`src/rtl/player_motion.sv`:
```
// -----------------------------------------------------------------------------
// player_motion
//
// Horizontal player movement with a step ramp, exact edge handling and a
// frame-synchronous published position. The internal position x_int moves on
// clk_move ticks; player_x/player_y change only on the frame pulse, so the
// renderer never sees a position change part-way through a frame.
//
// Configuration macro:
//   PLAYER_WRAP_EN  defined   -> edges wrap around, at_edge is tied to 0
//                   undefined -> position clamps exactly on 0 / XMAX
//
// Ports:
//   clk       in   system clock
//   rst       in   synchronous active-high reset
//   clk_move  in   one-cycle move tick enable
//   frame     in   one-cycle pulse at start of blanking (publishes x_int)
//   left      in   debounced left button
//   right     in   debounced right button
//   done      in   game over / restart, acts as a synchronous reset
//   player_x  out  published x (registered)
//   player_y  out  published y (registered, constant START_Y)
//   moving    out  high while the FSM is not IDLE (registered)
//   at_edge   out  internal x is at 0 or XMAX (registered)
// -----------------------------------------------------------------------------
module player_motion #(
    parameter int COORD_W    = 10,
    parameter int RES_H      = 640,
    parameter int SPRITE_W   = 32,
    parameter int START_X    = 304,
    parameter int START_Y    = 440,
    parameter int STEP_MIN   = 1,
    parameter int STEP_MAX   = 4,
    parameter int RAMP_TICKS = 8
) (
    input  logic               clk,
    input  logic               rst,
    input  logic               clk_move,
    input  logic               frame,
    input  logic               left,
    input  logic               right,
    input  logic               done,
    output logic [COORD_W-1:0] player_x,
    output logic [COORD_W-1:0] player_y,
    output logic               moving,
    output logic               at_edge
);

    localparam int XMAX  = RES_H - SPRITE_W;
    localparam int CNT_W = (RAMP_TICKS < 2) ? 1 : $clog2(RAMP_TICKS + 1);

    localparam logic [COORD_W-1:0] START_X_C    = COORD_W'(START_X);
    localparam logic [COORD_W-1:0] START_Y_C    = COORD_W'(START_Y);
    localparam logic [COORD_W-1:0] STEP_MIN_C   = COORD_W'(STEP_MIN);
    localparam logic [COORD_W-1:0] STEP_MAX_C   = COORD_W'(STEP_MAX);
    localparam logic [CNT_W-1:0]   RAMP_TICKS_C = CNT_W'(RAMP_TICKS);
    localparam logic [COORD_W:0]   XMAX_W       = (COORD_W + 1)'(XMAX);
`ifdef PLAYER_WRAP_EN
    localparam logic [COORD_W:0]   XMAX_P1      = (COORD_W + 1)'(XMAX + 1);
`else
    localparam logic [COORD_W-1:0] XMAX_C       = COORD_W'(XMAX);
`endif

    typedef enum logic [1:0] {IDLE, RAMP, CRUISE} state_t;

    state_t             state, state_nxt;
    logic [COORD_W-1:0] x_int, x_nxt;
    logic [COORD_W-1:0] step, step_nxt;
    logic [COORD_W-1:0] mv_step;
    logic [CNT_W-1:0]   ramp_cnt, cnt_nxt;
    logic               last_dir, last_dir_nxt;   // 1 = right, 0 = left
    logic               go_l, go_r, dir_none;
    logic               edge_nxt;

    // Edge handling is done one bit wider than the coordinate so that neither
    // x - step can underflow nor x + step can overflow before the compare.
    function automatic logic [COORD_W-1:0] move_left(input logic [COORD_W-1:0] x,
                                                     input logic [COORD_W-1:0] s);
        logic [COORD_W:0] xe, se, r;
        xe = {1'b0, x};
        se = {1'b0, s};
`ifdef PLAYER_WRAP_EN
        if (xe < se) r = xe + XMAX_P1 - se;
        else         r = xe - se;
`else
        if (xe < se) r = '0;
        else         r = xe - se;
`endif
        return COORD_W'(r);
    endfunction

    function automatic logic [COORD_W-1:0] move_right(input logic [COORD_W-1:0] x,
                                                      input logic [COORD_W-1:0] s);
        logic [COORD_W:0] sum, r;
        sum = {1'b0, x} + {1'b0, s};
`ifdef PLAYER_WRAP_EN
        if (sum > XMAX_W) r = sum - XMAX_P1;
        else              r = sum;
`else
        if (sum > XMAX_W) r = {1'b0, XMAX_C};
        else              r = sum;
`endif
        return COORD_W'(r);
    endfunction

    assign go_l     = left & ~right;
    assign go_r     = right & ~left;
    assign dir_none = ~(go_l | go_r);

    // Next-state, ramp and position update; nothing changes off move ticks.
    always_comb begin
        state_nxt    = state;
        step_nxt     = step;
        cnt_nxt      = ramp_cnt;
        last_dir_nxt = last_dir;
        x_nxt        = x_int;
        mv_step      = STEP_MIN_C;
        if (clk_move) begin
            if (dir_none) begin
                state_nxt = IDLE;
                step_nxt  = STEP_MIN_C;
                cnt_nxt   = '0;
            end else if (state == IDLE || go_r != last_dir) begin
                // Fresh start or reversal: speed never carries over.
                state_nxt    = (STEP_MIN == STEP_MAX) ? CRUISE : RAMP;
                step_nxt     = STEP_MIN_C;
                cnt_nxt      = CNT_W'(1);
                last_dir_nxt = go_r;
                mv_step      = STEP_MIN_C;
            end else if (state == RAMP) begin
                if (ramp_cnt == RAMP_TICKS_C) begin
                    step_nxt = step + 1'b1;
                    cnt_nxt  = CNT_W'(1);
                end else begin
                    cnt_nxt  = ramp_cnt + 1'b1;
                end
                // The tick that raises the step already moves by the new step.
                mv_step = step_nxt;
                if (step_nxt == STEP_MAX_C) state_nxt = CRUISE;
            end else begin
                mv_step = STEP_MAX_C;
            end
            if (!dir_none) x_nxt = go_r ? move_right(x_int, mv_step)
                                        : move_left(x_int, mv_step);
        end
    end

`ifdef PLAYER_WRAP_EN
    assign edge_nxt = 1'b0;
`else
    assign edge_nxt = (x_nxt == '0) || (x_nxt == XMAX_C);
`endif

    always_ff @(posedge clk) begin
        if (rst || done) state <= IDLE;
        else             state <= state_nxt;
    end

    always_ff @(posedge clk) begin
        if (rst || done) begin
            step     <= STEP_MIN_C;
            ramp_cnt <= '0;
            last_dir <= 1'b0;
            x_int    <= START_X_C;
            player_x <= START_X_C;
            player_y <= START_Y_C;
            moving   <= 1'b0;
            at_edge  <= 1'b0;
        end else begin
            step     <= step_nxt;
            ramp_cnt <= cnt_nxt;
            last_dir <= last_dir_nxt;
            x_int    <= x_nxt;
            moving   <= (state_nxt != IDLE);
            at_edge  <= edge_nxt;
            // Publish the pre-update position; a coinciding move shows next frame.
            if (frame) begin
                player_x <= x_int;
                player_y <= START_Y_C;
            end
        end
    end

endmodule

```
`config.mk`:
```
export PLATFORM = sky130hd
export DESIGN_NAME = player_motion
export DESIGN_NICKNAME = d
export VERILOG_FILES = /design/src/rtl/player_motion.sv
export SDC_FILE = /design/constraint.sdc
export NUM_CORES = 1
export LEC_CHECK = 0
export CAP_MARGIN = 25
export CORE_ASPECT_RATIO = 0.5
export CORE_MARGIN = 8
export CORE_UTILIZATION = 55
export CTS_CLUSTER_DIAMETER = 60
export DETAILED_ROUTE_END_ITERATION = 10
export PLACE_DENSITY = 0.75
export SLEW_MARGIN = 20
export SYNTH_ARGS = -nofsm -noshare
export SYNTH_HDL_FRONTEND = slang
export SYNTH_SLANG_ARGS = --single-unit
```
`constraint.sdc`:
```
create_clock -name clk -period 8.9 [get_ports clk]
set_input_delay 1.335 -clock clk [delete_from_list [all_inputs] [get_ports clk]]
set_output_delay 1.335 -clock clk [all_outputs]
set_load 0.05 [all_outputs]
```
==> results.md, run 1 <==
- Slowest stage cell on the critical path: o31ai_1
- Register bit total from synthesis: 39
- Worst-path cell chain: clkdlybuf4s50_1 -> ha_1 -> inv_1 -> a21oi_1 -> o21ai_1 -> or2_2 -> a21o_1 -> ha_1 -> fa_1 -> nor2b_2 -> o31ai_1 -> mux2i_1 -> a222oi_1 -> a211oi_2 -> o21ai_1 -> a211oi_1 -> nor4_1 -> o221a_1
- Multi-input gate area: 2166 um2
- 1st-iter DRT viols: 369
- Leakage: 1.373 nW
- R2r endpoint: at_edge
- Setup_tns: 0 ns
- Asr flop ratio synth: 0%
- Worst path max stage delay: 0.56 ns
- End of the critical path: at_edge
- Crit start category: input pin
- Post-CTS Setup Bufs: 0
- Max Root-Sink Buffers: 2
- Max Freq: 157.5 MHz
- Crit path time final: 6.351 ns
- Placed cells: 484
- Syn avg cell area: 7.649 um2
- Routed length per instance: 17.17 um
- Area taken by flip-flops and latches: 780.7 um2
- Setup violators final: 0
- Synth unique cells: 65
- Final hold vios: 0
- Layout Nets: 451
- Period utilisation layout: 71.36%
- Clock Sinks: 39
- Synthesized instance count: 414
- DRT Wirelength: 8446 um
- Arrival @ worst endpoint: 6.52 ns
- CORE AREA: 5515 um2
- Fin cells: 492
- P&R area growth vs syn: 9.522%
- Rows: 19
- CTS tree: done
- Post-Syn Area: 3167 um2
- Vias per cell: 6.150
- Headroom to the max-slew limit: 43.63%
- # diodes: 0
- Final Wtd Congestion: 0.9534
- Worst Skew: 0.005517 ns
- Io pins: 29
- Initial Utilization: 57.42%
- Die height: 69.66 um
- Cell area power density: 122.8 nW/um2
- Endpoint class of the critical path: register
- Number of enable flip-flop cells after synthesis: 0
- GRT Total Usage: 19.84%
- DIE WIDTH: 123.3 um
- Antenna violations before repair: 0
- Full die area: 8589 um2
- Yosys Warn Count: 0
- Num CTS Buffers: 5
- H-tree depth: 2
- Post-CTS sizing: 0
- Gr ovfl total: 0
- R2R cell count: 18
- Worst Path Required: 9.07 ns
- Peak supply drop: 89.66 uV
- Root buffer cell: clkbuf_16
- Worst-margin pin slew: 0.8425 ns
- Prevailing post-synth register cell: dfxtp_1
- Hold crit path type: register to register
- Final hold slack: 0.4862 ns
- CP Class: input pin to register
- Largest net degree at the start of global routing: 27
- Global-route wire length before repair: 14030 um
- Fillers: 463
- Clock-pin slew on the worst setup and hold paths: 0.06 ns
- Setup slack, reg-to-reg: 4.03 ns
- # DRC: 0
- Critical path fanouts, max: 8
- HPWL after DPL: 6368 um
- Hold buffers post-CTS: 0
- Max Cap Violations: 0
- Post-layout util: 62.89%
- Register area share after synthesis: 24.65%
- Vias in the first global route: 2815
- Detail Route Antenna Nets: 0
- RSZ-0062 raised after global routing: false
- Critical path origin: right
- Number of port buffers: 18
- R2R Path Start: ramp_cnt[0]
- Total number of vias: 3026
- Share of cells above drive strength 1: 5.489%
- Drt first pass iters: 5
- Status: complete, no violations
- Final Max Tran Viols: 0
- Worst-Skew Late Latency: 0.28 ns
## metrics by stage
stage / cell area, um2 / total power (W) / setup slack, ns
final: 3468 / 0.0004258 / 2.549
after floorplan: 3197 / 0.0002411 / 3.568
after global placement: 3323 / 0.0002531 / 2.555
after detailed placement: 3323 / 0.0002549 / 2.393
after CTS: 3468 / 0.0004268 / 2.656
after global routing: 3468 / 0.0004436 / 2.229
## state kept, by name, indices dropped and copies added, names as in the netlist
name and flops:
step 10, last_dir 1, moving 1, at_edge 1
ramp_cnt 4, state 2, player_x 10, x_int 10
## cell usage after synthesis (all sizes together) (3+ instances only)
cell	count	area share (%)
dfxtp	39	25
nand3	7	1.1
clkbuf	18	2.1
xor2	8	2.2
and2	5	0.99
nor2b	8	1.7
nor2	55	6.5
o221ai	3	1.0
a211oi	6	1.6
a22oi	10	2.4
or2	5	0.99
inv	24	2.8
ha	24	9.5
nand4	3	0.59
o21bai	3	1.1
or4	4	1.1
xnor2	5	1.4
o31ai	5	1.2
and3	4	0.79
o211ai	4	0.95
nand2	30	3.6
o21ai	22	3.5
a31oi	10	2.0
nor3	10	1.6
mux2i	13	4.1
o21a	4	0.95
a21o	3	0.71
buf	13	2.9
or3	5	0.99
nand2b	5	0.99
a21oi	24	3.8
## cell families (layout without fill, tap and decap cells)
kind of cell | Yosys count | after routing | synth area share, %
AND/OR/NAND/NOR | 149 | 149 | 22.80
AO/OA/AOI/OAI | 115 | 115 | 25.25
buffers and inverters | 55 | 52 | 7.902
flip-flops | 39 | 39 | 24.65
adder cells (fa/ha/maj) | 26 | 26 | 10.75
multiplexers | 15 | 15 | 4.820
XOR/XNOR | 13 | 13 | 3.595
other | 2 | 10 | 0.2371
## worst max-delay path, delay by kind of cell
kind / cells / cell delay (ns)
buf+inv: 2 / 0.67
simple gates: 3 / 0.69
compound gates: 9 / 2.46
mux: 1 / 0.32
fa+ha+maj: 3 / 1.02
## layout by cell type (no fill, tap or decap), types with 3 or more instances in the layout
cell and count:
a21oi_1 24, xor2_1 8, nor3_1 10, a21o_1 3, xnor2_1 5, nand2_1 30, conb_1 10, nand3_1 7
o21ai_1 5, inv_1 24, a31oi_1 10, nor2_1 55, o21ai_0 17, nand2b_1 5, or4_1 3, o31ai_1 5
and2_1 5, and3_1 4, dfxtp_1 39, clkdlybuf4s50_1 18, o21a_1 4, o211ai_1 4, clkbuf_16 5, nor2b_1 7
a22oi_1 10, a211oi_1 5, mux2i_1 13, ha_1 24, or3_1 5, or2_2 4, nand4_1 3
## metal layers
layer / wire [um] / vias up / global-route usage [%]
met5: 0 / - / 0
met4: 31 / 0 / 4.238
met3: 734 / 4 / 3.656
met2: 3699 / 118 / 29.98
met1: 3980 / 1434 / 28.24
li1: - / 1470 / -
## where the power goes
part | leakage (nW) | switching (W) | internal [W]
Sequential | 0.315 | 0.00000363 | 0.000177
Clock | 0.0658 | 0.0000691 | 0.000103
Combinational | 0.992 | 0.0000493 | 0.0000237
Total | 1.37 | 0.000122 | 0.000304
## worst min-delay path by stage
stage          depth (start not counted)          end  slack (ns)        start
2_1_floorplan                          2     last_dir        0.45     last_dir
3_3_place_gp                           2  player_x[4]        0.45  player_x[4]
3_5_place_dp                           2  player_x[4]        0.46  player_x[4]
4_1_cts                                2  player_x[4]        0.48  player_x[4]
5_1_grt                                2  player_x[4]        0.51  player_x[4]
6_report                               2  player_x[8]        0.49  player_x[8]
## cell type report
class | count | area share [%]
multi-input combinational | 328 | 62.45
sequential | 39 | 22.51
timing repair buffer | 20 | 5.628
clock buffer | 5 | 3.607
tap | 73 | 2.633
inverter | 24 | 2.597
clock inverter | 3 | 0.5772
No activity file was read; power rests on OpenSTA's default activity.
==> inputs of run 2 (changes only) <==
Settings changed: CORE_UTILIZATION 55 to 53.
Clock period 8.9 ns to 5.7 ns, I/O delays scaled along.
==> run 2 against run 1 <==
Against the previous run: sequential share of layout area decreased by 0.46 points; clock-buffer cell count increased by 2; core utilization decreased by 3.2 points; via count increased by 5.7%; clock skew about the same; sequential power increased by 55%; critical path depth unchanged; combinational power increased by 60%; clock power increased by 56%; largest power group unchanged.
==> results.md, run 2 (synthesis results as in run 1) <==
- Combinational share of power: 17.6%
- Setup slack, reg-to-reg: 0.87 ns
- Initial Utilization: 53.40%
- Root buffer cell: clkbuf_16
- Setup_tns: 0 ns
- Hold crit path type: register to register
- Global-route wire length before repair: 14340 um
- End of the critical path: at_edge
- Antenna violations before repair: 0
- Area taken by flip-flops and latches: 780.7 um2
- Leading cell type in the layout, fill and taps excluded: nor2_1
- Final Max Tran Viols: 0
- Clock power frac: 40.3%
- Met1 usage: 25.48%
- Slowest stage cell on the critical path: or4_4
- Full die area: 8855 um2
- Number of port buffers: 18
- RSZ-0062 raised after global routing: false
- Post-CTS Setup Bufs: 0
- CP Class: input pin to register
- Peak supply drop: 124.6 uV
- Io pins: 29
- Layout Nets: 461
- Num CTS Buffers: 5
- Max Cap Violations: 0
- Detail Route Antenna Nets: 0
- Fillers: 508
- Net Sw Power: 0.0001908 W
- Flop pwr share: 42.2%
- Crit path top cell by count: ha_1
- Post-CTS sizing: 0
- Total number of vias: 3199
- DRT Wirelength: 8770 um
- Final Wtd Congestion: 0.9891
- R2R Path Start: ramp_cnt[0]
- R2R cell count: 18
- Routing usage on met3: 4.273%
- GRT busiest layer: met2
- Most frequent cells in the layout: nor2_1, dfxtp_1, nand2_1
- Setup violators final: 0
- Die height: 70.66 um
- Worst Skew: 0.005083 ns
- Period utilisation layout: 90.53%
- DIE WIDTH: 125.3 um
- P&R area growth vs syn: 11.81%
- Cell area power density: 188.5 nW/um2
- Sw Share: 28.57%
- Final hold slack: 0.4817 ns
- Worst-margin pin slew: 0.8322 ns
- Crit start category: input pin
- Worst-Skew Late Latency: 0.28 ns
- GRT Total Usage: 19.36%
- Drt first pass iters: 5
- Critical path origin: right
- Critical path fanouts, max: 8
- Status: complete, no violations
- Share of cells above drive strength 1: 7.226%
- # diodes: 0
- Headroom to the max-slew limit: 44.32%
- # DRC: 0
- Arrival @ worst endpoint: 5.39 ns
- Vias in the first global route: 2926
- Vias per cell: 6.322
- Internal Power: 0.0004769 W
- H-tree depth: 2
- Max Freq: 193.8 MHz
- Largest regs: player_x: 10 flops, step: 10 flops, x_int: 10 flops
- Worst path max stage delay: 0.49 ns
- CORE AREA: 5931 um2
- Endpoint class of the critical path: register
- Rows: 20
- Clock Sinks: 39
- HPWL after DPL: 6446 um
- GRT met2 Usage: 30.90%
- Largest net degree at the start of global routing: 27
- CTS tree: done
- Multi-input gate area: 2166 um2
- Routed length per instance: 17.33 um
- Clock-pin slew on the worst setup and hold paths: 0.06 ns
- Hold buffers post-CTS: 0
- Worst Path Required: 5.93 ns
- Worst-path cell chain: clkdlybuf4s50_1 -> ha_1 -> inv_1 -> a21oi_1 -> o21ai_1 -> or2_2 -> a21o_1 -> ha_1 -> fa_1 -> nor2b_2 -> o21a_1 -> or4_4 -> a222oi_1 -> a211oi_2 -> o21bai_4 -> o221ai_1 -> a221oi_2 -> o221a_1
- Leakage: 1.427 nW
- Max Root-Sink Buffers: 2
- R2r endpoint: at_edge
- 1st-iter DRT viols: 332
- Final hold vios: 0
- Gr ovfl total: 0
- Crit path time final: 5.160 ns
==> run 2: routing by layer <==
| metal | wire, um | part of all wire (%) |
|---|---|---|
| met5 | 0 | 0 |
| met4 | 194 | 2.2 |
| met3 | 853 | 9.7 |
| met2 | 3772 | 43 |
| met1 | 3950 | 45 |
==> run 2: worst min path at each step <==
stage	cells past startpoint	endpoint	slack, ns	startpoint
final	2	player_x[5]	0.48	player_x[5]
after global routing	2	player_x[5]	0.51	player_x[5]
after CTS	2	player_x[5]	0.48	player_x[5]
after detailed placement	2	player_x[5]	0.46	player_x[5]
after global placement	2	player_x[8]	0.45	player_x[8]
after floorplan	2	last_dir	0.45	last_dir
==> run 2: power by group through the flow <==
| stage | logic [W] | registers (W) | clock network (W) |
|---|---|---|---|
| final | 0.000117 | 0.000281 | 0.000269 |
| after CTS | 0.000113 | 0.000281 | 0.000270 |
| after detailed placement | 0.000112 | 0.000287 | 0 |
| after global routing | 0.000126 | 0.000282 | 0.000284 |
| after floorplan | 0.0000880 | 0.000288 | 0 |
| after global placement | 0.000110 | 0.000287 | 0 |
==> run 2: worst max-delay path: cells and delay by family <==
| family | cells | cell delay (ns) |
|---|---|---|
| AOI/OAI and AO/OA | 10 | 2.11 |
| adders and majority gates | 3 | 0.84 |
| and+or+nand+nor | 3 | 1.05 |
| buffers and inverters | 2 | 0.53 |
==> run 2: area by class of cell <==
class                   count  area share [%]
well taps                  77           2.721
clock buffers               7           3.746
repair buffers             30           7.632
flip-flops and latches     39           22.05
inverters                  24           2.544
multi-input cells         328           61.17
clock inverters             1          0.1413
==> run 2: metrics by stage <==
step | setup slack (ns) | cell area, um2 | total power, W | util [%] | cells
after floorplan | 0.8476 | 3197 | 0.0003764 | - | 422
after global placement | 0.4736 | 3403 | 0.0003970 | 57.38 | 498
after detailed placement | 0.3783 | 3403 | 0.0003991 | 57.38 | 498
after CTS | 0.6084 | 3541 | 0.0006651 | 59.70 | 506
after global routing | 0.2875 | 3541 | 0.0006913 | 59.70 | 506
final | 0.5400 | 3541 | 0.0006676 | 59.70 | 506
